[src/rtl/writeback_pipe.sv]
// writeback_pipe: valid-tagged delay line that tracks issued instructions
// through the execute latency. It raises the register-file write at the
// tail and exposes pending destinations to issue as a hazard scoreboard.
module writeback_pipe #(
  parameter int LEN_OPECODE = 6,
  parameter int LEN_REGNO   = 5,
  parameter int LEN_REG     = 32,
  parameter logic [LEN_OPECODE-1:0] OPECODE_CMP = 6'd10,
  parameter logic [LEN_OPECODE-1:0] OPECODE_ST  = 6'd20,
  parameter logic [LEN_OPECODE-1:0] OPECODE_LD  = 6'd21,
  parameter int LATENCY = 1,
  parameter int NUM_SRC = 2
) (
  input  logic                           clk,
  input  logic                           rst,
  input  logic                           valid_i,
  input  logic [LEN_OPECODE-1:0]         opecode,
  input  logic [LEN_REGNO-1:0]           rd_regno,
  input  logic                           stall,
  input  logic                           flush,
  input  logic [LEN_REG-1:0]             data_o,
  input  logic [LEN_REG-1:0]             data_o_forward,
  input  logic [NUM_SRC*LEN_REGNO-1:0]   rs_regno,
  output logic [NUM_SRC-1:0]             rs_pending,
  output logic                           is_wb,
  output logic [LEN_REGNO-1:0]           wb_regno,
  output logic [LEN_REG-1:0]             wb_data,
  output logic [3:0]                     inflight
);

  localparam int TAIL = LATENCY - 1;

  // Stage storage; index 0 is the entry stage, TAIL feeds the register file.
  logic [LATENCY-1:0]     stage_vld;
  logic [LEN_OPECODE-1:0] stage_op [LATENCY];
  logic [LEN_REGNO-1:0]   stage_rd [LATENCY];

  logic accept;
  logic tail_leaving;

  // Compares and stores produce no register result.
  function automatic logic writes(input logic [LEN_OPECODE-1:0] op);
    return (op != OPECODE_CMP) && (op != OPECODE_ST);
  endfunction

  assign accept       = valid_i & ~stall & ~flush;
  assign tail_leaving = stage_vld[TAIL] & ~stall;

  // Advance the pipeline; flush clears every valid even while stalled.
  always_ff @(posedge clk or posedge rst) begin
    if (rst) begin
      stage_vld <= '0;
      for (int k = 0; k < LATENCY; k++) begin
        stage_op[k] <= '0;
        stage_rd[k] <= '0;
      end
    end else if (flush) begin
      stage_vld <= '0;
    end else if (!stall) begin
      stage_vld[0] <= accept;
      stage_op[0]  <= opecode;
      stage_rd[0]  <= rd_regno;
      for (int k = 1; k < LATENCY; k++) begin
        stage_vld[k] <= stage_vld[k-1];
        stage_op[k]  <= stage_op[k-1];
        stage_rd[k]  <= stage_rd[k-1];
      end
    end
  end

  // Occupancy tracks the popcount of the valid bits incrementally.
  always_ff @(posedge clk or posedge rst) begin
    if (rst) begin
      inflight <= '0;
    end else if (flush) begin
      inflight <= '0;
    end else begin
      inflight <= inflight + 4'(accept) - 4'(tail_leaving);
    end
  end

  // Tail writeback; load data comes from memory, everything else from the ALU.
  assign is_wb    = stage_vld[TAIL] & ~stall & writes(stage_op[TAIL]);
  assign wb_regno = stage_rd[TAIL];
  assign wb_data  = (stage_op[TAIL] == OPECODE_LD) ? data_o_forward : data_o;

  // Hazard scoreboard over registered state only; same-cycle input is ignored.
  always_comb begin
    rs_pending = '0;
    for (int i = 0; i < NUM_SRC; i++) begin
      for (int k = 0; k < LATENCY; k++) begin
        if (stage_vld[k] && writes(stage_op[k]) &&
            (stage_rd[k] == rs_regno[i*LEN_REGNO +: LEN_REGNO])) begin
          rs_pending[i] = 1'b1;
        end
      end
    end
  end

endmodule

[config.mk]
export PLATFORM = sky130hd
export DESIGN_NAME = writeback_pipe
export DESIGN_NICKNAME = d
export VERILOG_FILES = /design/src/rtl/writeback_pipe.sv
export SDC_FILE = /design/constraint.sdc
export NUM_CORES = 1
export LEC_CHECK = 0
export BUFFER_PORTS_ARGS = -buffer_cell sky130_fd_sc_hd__buf_2
export CAP_MARGIN = 15
export CORE_UTILIZATION = 40
export CTS_BUF_LIST = sky130_fd_sc_hd__clkbuf_8
export DETAILED_ROUTE_END_ITERATION = 16
export PLACE_DENSITY = 0.95
export REMOVE_ABC_BUFFERS = 1
export SLEW_MARGIN = 0
export SYNTH_ARGS = -nofsm -noshare
export SYNTH_HDL_FRONTEND = slang
export SYNTH_SLANG_ARGS = --single-unit
[constraint.sdc]
create_clock -name clk -period 3.05 [get_ports clk]
set_clock_uncertainty 0.2 [all_clocks]
set_input_delay 0.61 -clock clk [delete_from_list [all_inputs] [get_ports clk]]
set_output_delay 0.61 -clock clk [all_outputs]
set_load 0.02 [all_outputs]
==> Word level (Yosys, flattened, before mapping) <==
Cells that the tools add are included.
{ "op_classes": {"n_reduce_logical": 5, "bitwise_logic": 6, "add_sub_neg": 2, "n_eq_ne": 6, "muxes": 6} }
{ "op_table": {"columns": ["operator", "count"], "rows": [
  ["32-bit 2-to-1 mux", 1],
  ["5-bit == test", 2],
  ["6-bit by 5-bit == test with 1-bit output (second input constant)", 1],
  ["6-bit by 4-bit != test with 1-bit output (second input constant)", 1],
  ["6-bit by 5-bit != test with 1-bit output (second input constant)", 1],
  ["4-bit by 1-bit adder with 4-bit output", 1],
  ["1-bit AND", 4],
  ["1-bit logical AND", 4],
  ["1-bit 2-to-1 mux", 4],
  ["4-bit 2-to-1 mux", 1],
  ["4-bit by 1-bit subtractor with 4-bit output", 1],
  ["2-bit by 1-bit != test with 1-bit output (second input constant)", 1],
  ["1-bit inverter", 2],
  ["2-bit AND reduction", 1]
]} }
{ "word_totals": {"out_inout_bits": 44, "input_bits": 90, "elab_cells": 29, "register_bits": 16} }

==> Logic depth before layout (Yosys ltp) <==
Gate-level depths: netlist (run 1).
{ "logic_depth": {"word_depth": 6, "depth_mapped": 10, "mapped_depth_nobuf": 9} }

==> Worst setup path before layout (run 1) <==
Ideal clock, no wire load.
{ "synth_path": {"kind": "input port to flip-flop", "startpoint": "input port stall", "endpoint": "register inflight[2]", "setup_time_ps": 119, "path_slack_ps": 610, "t_required_ps": 2731, "cell_stages": 9, "arrival_ps": 2122, "n_path_buf": 1, "cell_sequence": "nor2_1 buf_2 nand2_1 ha_1 inv_1 ha_1 fa_1 xnor2_1 nor2_1"} }
{ "synth_between": {"elab_chain_cells": 6, "word_cells_on_any_way": 7, "cone_classes": "add/sub (2); mux (1); bitwise (4)"} }
{ "synth_lines": {"columns": ["element", "line", "text"], "rows": [
  ["from (decl)", "19", "input logic stall,"],
  ["1-bit inverter (no source line) (*)", null, null],
  ["1-bit AND (2 in a row)", "46", "assign accept = valid_i & ~stall & ~flush;"],
  ["4-bit by 1-bit adder with 4-bit output", "78", "inflight <= inflight + 4'(accept) - 4'(tail_leaving);"],
  ["4-bit by 1-bit subtractor with 4-bit output (*)", "78", null],
  ["4-bit 2-to-1 mux (*)", "75", "end else if (flush) begin"],
  ["to (signal assigned)", "78", null],
  ["to (decl)", "28", "output logic [3:0] inflight"]
]} }
Mark *: on every way between the ends. The rest lies on a longest branch, timed or not.
A chain may end at the register's enable or synchronous reset.

==> Worst setup path after layout (run 1) <==
{ "layout_path": {"startpoint": "register stage_op[5] in the netlist's numbering", "endpoint": "output port rs_pending[1]"} }
{ "layout_between": {"elab_chain_cells": 5, "word_cells_on_any_way": 6, "cone_classes": "eq/ne (2); mux (1); reduce/logical (3)"} }
{ "layout_lines": {"columns": ["element", "line", "text"], "rows": [
  ["from (decl)", "35", "logic [LEN_OPECODE-1:0] stage_op [LATENCY];"],
  ["from (signal, indexed assignment)", "65", "stage_op[k] <= stage_op[k-1];"],
  ["6-bit by 4-bit != test with 1-bit output or 6-bit by 5-bit != test with 1-bit output (tied branches)", "43", "return (op != OPECODE_CMP) && (op != OPECODE_ST);"],
  ["1-bit logical AND (*)", "43", null],
  ["1-bit logical AND (*) (2 in a row)", "92", "if (stage_vld[k] && writes(stage_op[k]) &&"],
  ["1-bit 2-to-1 mux (*)", "92", null],
  ["to (decl)", "24", "output logic [NUM_SRC-1:0] rs_pending,"]
]} }
Marked as above.

==> flow_summary.toml, run 1 <==
[status]
outcome = "completed"

[floorplan]
ios = 134
start_util_pct = 43.7
die_h_um = 60.7
core_area_sq_um = 3150
die_width_um = 60.7
fp.dieArea_sq_um = 3680
num_rows = 20

[cts]
cts-resized-gates = 0
post-cts-setup-buffer-count = 0
cts_tree = "yes"
clk_pin_slew_worst_paths_ns = 0.06
cts_root_buf = "clkbuf_8"
cts-buffers-inserted = 3
cts_max_path_buffers = 2
worstSkewPairLatency_ns = 0.25
cts_num_sinks = 16
ctsHoldBuffers = 0
cts_max_level = 1

[job]
max_cap_violations = 0

[synth]
synthesis.area_sq_um = 1380
yosys.area_share.adder_pct = 5.09
synth-simple-area-share_pct = 7.73
ys_seq_area_share_pct = 29.1
synth.avg_cell_area_sq_um = 12.7
ys_types = 25
synth_top_family_by_area = "multiplexers"
yosys_warnings = 0
synth_seq_cells = 16
synth_xor_xnor_area_share_pct = 8.27
synth_mux_area_share_pct = 44.1
synth_compound_area_share_pct = 1.55
syn-instance-count = 108

[grt]
grt_max_degree = 33
grt_pass1_vias = 1316
grtUsageTotal_pct = 23.5
grt_pass1_wl_um = 6150
antenna_found_initial = 0
overflow = 0

[detailed_routing]
drt.antenna.violating_nets = 0
detail_route.iter0.violations = 35
drtPass1Iterations = 4
drc = 0
routed_wl_um = 4500
detail_route.wl_per_cell_um = 15.7
dr_total_vias = 1393
viasPerCell = 4.85

[sta]
clock.fmax_mhz = 387
slew_violations = 0
hold_ws_ns = 0.215
layout_worst_path_cycle_share_pct = 84.7
period_needed_ns = 2.58
finalHoldViolCount = 0
relSlewSlack_pct = 59.1
setup_violations = 0
rsz0062_at_grt = "false"
tightest_slew_ns = 0.603
tns_ns = 0

[power]
power_leakage_nw = 1.25
peakVddDrop_v = 0.000342
power_density_nw_per_um2 = 381

[setup_path]
crit_slowest_cell = "or4_1"
path_max_fanout = 3
crit_type = "flip-flop to output port"
cpPeakStageDelay_ns = 0.42
critPathLaunchType = "flip-flop"
path_buf_inv = 1
crit_family = "simple AND/OR/NAND/NOR gates"
cp-end-kind = "output port"
path_cells = "nand3b_1 > or4_1 > o311ai_1 > nor4_1 > buf_2"
worstPathRequired_ns = 2.24
worstPathArrival_ns = 1.77

[placed_design]
dp_hpwl_um = 3750
io_buffers = 133
place_congestion = 0.873

[cells_and_area]
layout-drive-gt1-share_pct = 74.9
antennaDiodeCount = 0
layout_commonest_cell = "buf_2"
area_growth_pct = 55.5
layout_common_cells = "133 x buf_2, 30 x mux2_4, 16 x dfrtp_1, 11 x mux2_2, 8 x xnor2_1"
fin_nets = 339
fillers = 251

[worst_hold_path]
hold_path.class = "input pin to asynchronous set/reset pin"
## cell families after synthesis
family / Yosys count
buf+inv: 9
mux: 44
xor+xnor: 13
flops: 16
simple gates: 18
fa+ha+maj: 5
compound gates: 3
## synth_stat cells (all sizes together)
library cell  instances  area share (%)
dfrtp                16              29
xor2                  5             3.2
mux2i                 1            0.73
or4                   1            0.55
buf                   4             2.8
a21oi                 1            0.36
nor2b                 3             1.4
a21o                  1            0.55
xnor2                 8             5.1
mux2                 43              43
ha                    4             3.6
nor4                  2            0.91
o311ai                1            0.64
nor3                  1            0.73
fa                    1             1.5
nand4bb               1            0.82
nand3                 2            0.73
nand3b                1            0.55
nor2                  5             1.4
nand2                 2            0.73
inv                   5             1.4
## registers in the layout (all words and copies together) (netlist names)
register / count
stage_op: 6
inflight: 4
stage_vld: 1
wb_regno: 5
## routing by layer
metal  GRT usage (%)  vias to the layer above  share of wire, %
met3            4.48                        6               8.5
met5               0                        -                 0
li1                -                      655                 -
met1            26.7                      654                37
met2            44.0                       78                53
met4            7.79                        0               1.6
## cell type report
type | count | area (sq um) | area share [%]
well taps | 44 | 55.1 | 2.57
multi-input cells | 83 | 918 | 42.9
flip-flops and latches | 16 | 400 | 18.7
inverters | 5 | 18.8 | 0.877
repair buffers | 135 | 693 | 32.4
clock buffers | 4 | 55.1 | 2.57
## path summary, 6_finish.rpt
check / from / endpoint / slack (ns) / cells past startpoint
max reg2reg: stage_vld$_DFFE_PP0P_ / inflight[1]$_DFF_PP0_ / 1.06 / 6
min in group clk: stage_op[5]$_DFFE_PP0P_ / stage_op[5]$_DFFE_PP0P_ / 0.34 / 1
max: stage_op[5]$_DFFE_PP0P_ / rs_pending[1] / 0.47 / 5
min: rst / inflight[0]$_DFF_PP0_ / 0.22 / 2
max in group asynchronous: rst / wb_regno[0]$_DFFE_PP0P_ / 2.04 / 2
min reg2reg: stage_op[5]$_DFFE_PP0P_ / stage_op[5]$_DFFE_PP0P_ / 0.34 / 1
## power breakdown
| group | internal [W] | switching [W] | total (W) | leakage, nW |
|---|---|---|---|---|
| logic | 0.000178 | 0.000170 | 0.000348 | 1.02 |
| clock network | 0.000115 | 0.0000721 | 0.000187 | 0.0288 |
| registers | 0.000246 | 0.0000352 | 0.000282 | 0.196 |
| total | 0.000539 | 0.000277 | 0.000816 | 1.25 |
## metrics by stage
stage          utilization [%]  setup slack [ns]  instances  instance area (sq um)  total power [W]
6_report                  67.9             0.466        287                   2140         0.000816
5_1_grt                   67.9             0.361        287                   2140         0.000855
4_1_cts                   67.9             0.452        287                   2140         0.000824
3_5_place_dp              66.2             0.681        283                   2090         0.000632
3_3_place_gp              66.2             0.710        283                   2090         0.000621
2_1_floorplan                -             0.402        104                   1340         0.000493
Power figures use the tool's default switching activity.
==> run 2: changes to the inputs <==
Settings changed: CORE_UTILIZATION 40 to 34, PLACE_DENSITY 0.95 to 0.87.
Clock period 3.05 ns to 2.08 ns, I/O delays scaled along.
==> flow_summary.toml, run 2 (synthesized netlist as in run 1, its figures left out) <==
[status]
outcome = "complete, but fails checks"
violations = "negative setup slack"

[placed_design]
place_congestion = 0.795
io_buffers = 133
dp_hpwl_um = 3800
post-place-ws_ns = -0.101

[power]
peakVddDrop_v = 0.000245
power_leakage_nw = 1.32
power_density_nw_per_um2 = 513
report.power.total_w = 0.00120

[grt]
antenna_found_initial = 1
use_met3_pct = 5.21
gr-max-usage-layer = "met2"
overflow = 0
grt_pass1_vias = 1339
grt_pass1_wl_um = 6510
met1_usage_pct = 19.4
grt_max_degree = 33
grtUsageTotal_pct = 20.8
use_met2_pct = 40.9

[detailed_routing]
routed_wl_um = 4850
drt.antenna.violating_nets = 0
detail_route.iter0.violations = 25
detail_route.wl_per_cell_um = 16.4
drtPass1Iterations = 4
viasPerCell = 4.73
dr_total_vias = 1396
drc = 0

[cts]
cts_num_sinks = 16
cts_max_path_buffers = 2
post-cts-setup-buffer-count = 0
cts_root_buf = "clkbuf_8"
worstSkewPairLatency_ns = 0.24
cts_tree = "yes"
clk_pin_slew_worst_paths_ns = 0.06
cts_max_level = 1
cts-buffers-inserted = 3
ctsHoldBuffers = 0

[floorplan]
ios = 134
start_util_pct = 36.5
die_h_um = 65.6
core_area_sq_um = 3770
num_rows = 22
die_width_um = 65.6
fp.dieArea_sq_um = 4310

[sta]
finalHoldViolCount = 0
relSlewSlack_pct = 60.3
layout_worst_path_cycle_share_pct = 112
setup_ws_ns = -0.260
rsz0062_at_grt = "true"
clock.fmax_mhz = 427
slew_violations = 0
period_needed_ns = 2.34
setup_violations = 35
tightest_slew_ns = 0.594

[setup_path]
worstPathRequired_ns = 1.46
critPathLaunchType = "flip-flop"
ff2ff_setup_slack_ns = 0.13
crit_type = "flip-flop to output port"
crit_slowest_cell = "dfrtp_1"
worstPathArrival_ns = 1.72
startpoint = "stage_op[5]$_DFFE_PP0P_"
path_cells = "nand3b_1 > nor3_2 > nand2_2 > buf_12 > mux2_1 > buf_2"
r2r-end = "inflight[2]$_DFF_PP0_"
cp-end-kind = "output port"
crit_end = "wb_data[31]"
path_max_fanout = 32
cpPeakStageDelay_ns = 0.38
r2r_cells = 7
regToRegStartpoint = "stage_vld$_DFFE_PP0P_"

[cells_and_area]
layout_commonest_cell = "buf_2"
largest-register = "stage_op"
largest_reg_flops = 6
area_growth_pct = 70.1
layout_common_cells = "106 x buf_2, 31 x mux2_4, 26 x buf_6, 16 x dfrtp_1, 11 x mux2_2"
layout-drive-gt1-share_pct = 76.0
fin_nets = 343
post-route-util_pct = 62.1

[worst_hold_path]
hold_path.class = "input pin to asynchronous set/reset pin"

[job]
max_cap_violations = 0
-- run 2: layout make-up --
cell class	instances	area (sq um)
antenna	1	2.50
fill	304	1430
inverter	5	18.8
timing repair buffer	139	888
sequential	16	400
multi-input combinational	83	930
tap	48	60.1
clock buffer	3	41.3
-- run 2: worst max-delay path, delay by kind of cell, from the launching register on --
kind | cells | cell delay, ns
multiplexers | 1 | 0.32
buffers and inverters | 2 | 0.35
flip-flops | 1 | 0.38
AND/OR/NAND/NOR | 3 | 0.41
-- run 2: metrics by stage --
| stage | hold slack, ns | instance area [sq um] | std cells | TNS [ns] |
|---|---|---|---|---|
| after floorplan | 0.130 | 1340 | 104 | -7.49 |
| after global placement | 0.309 | 2120 | 291 | -0.0299 |
| after detailed placement | 0.316 | 2120 | 291 | -0.241 |
| after CTS | 0.0538 | 2290 | 294 | -8.10 |
| after global routing | 0.0999 | 2340 | 295 | -10.82 |
| final | 0.0291 | 2340 | 295 | -7.75 |
-- run 2: how the worst min path moves through the flow --
stage               from                       to  slack, ns
detailed placement   rst  stage_op[5]$_DFFE_PP0P_       0.32
global placement     rst    inflight[0]$_DFF_PP0_       0.31
finish               rst  stage_op[5]$_DFFE_PP0P_       0.03
CTS                  rst  stage_op[5]$_DFFE_PP0P_       0.05
global route         rst  stage_op[4]$_DFFE_PP0P_        0.1
floorplan            rst    inflight[0]$_DFF_PP0_       0.13
-- run 2: layer usage --
layer  wire length (um)  share of wire (%)
met5                  0                  0
met4                141                2.9
met2               2730                 56
met3                392                8.1
met1               1580                 33
-- run 2: where the power goes --
part / switching, W / leakage, nW / total (W) / internal (W)
sequential: 0.0000517 / 0.196 / 0.000413 / 0.000361
combinational: 0.000258 / 1.11 / 0.000567 / 0.000309
clock: 0.0000923 / 0.0216 / 0.000220 / 0.000128
total: 0.000402 / 1.32 / 0.00120 / 0.000798
-- run 2: what timing repair did --
action                     4_1_cts  5_1_grt
setup endpoints to repair       35       35
pin swaps                        0        0
resized for setup               39       16
gates cloned                     0        0
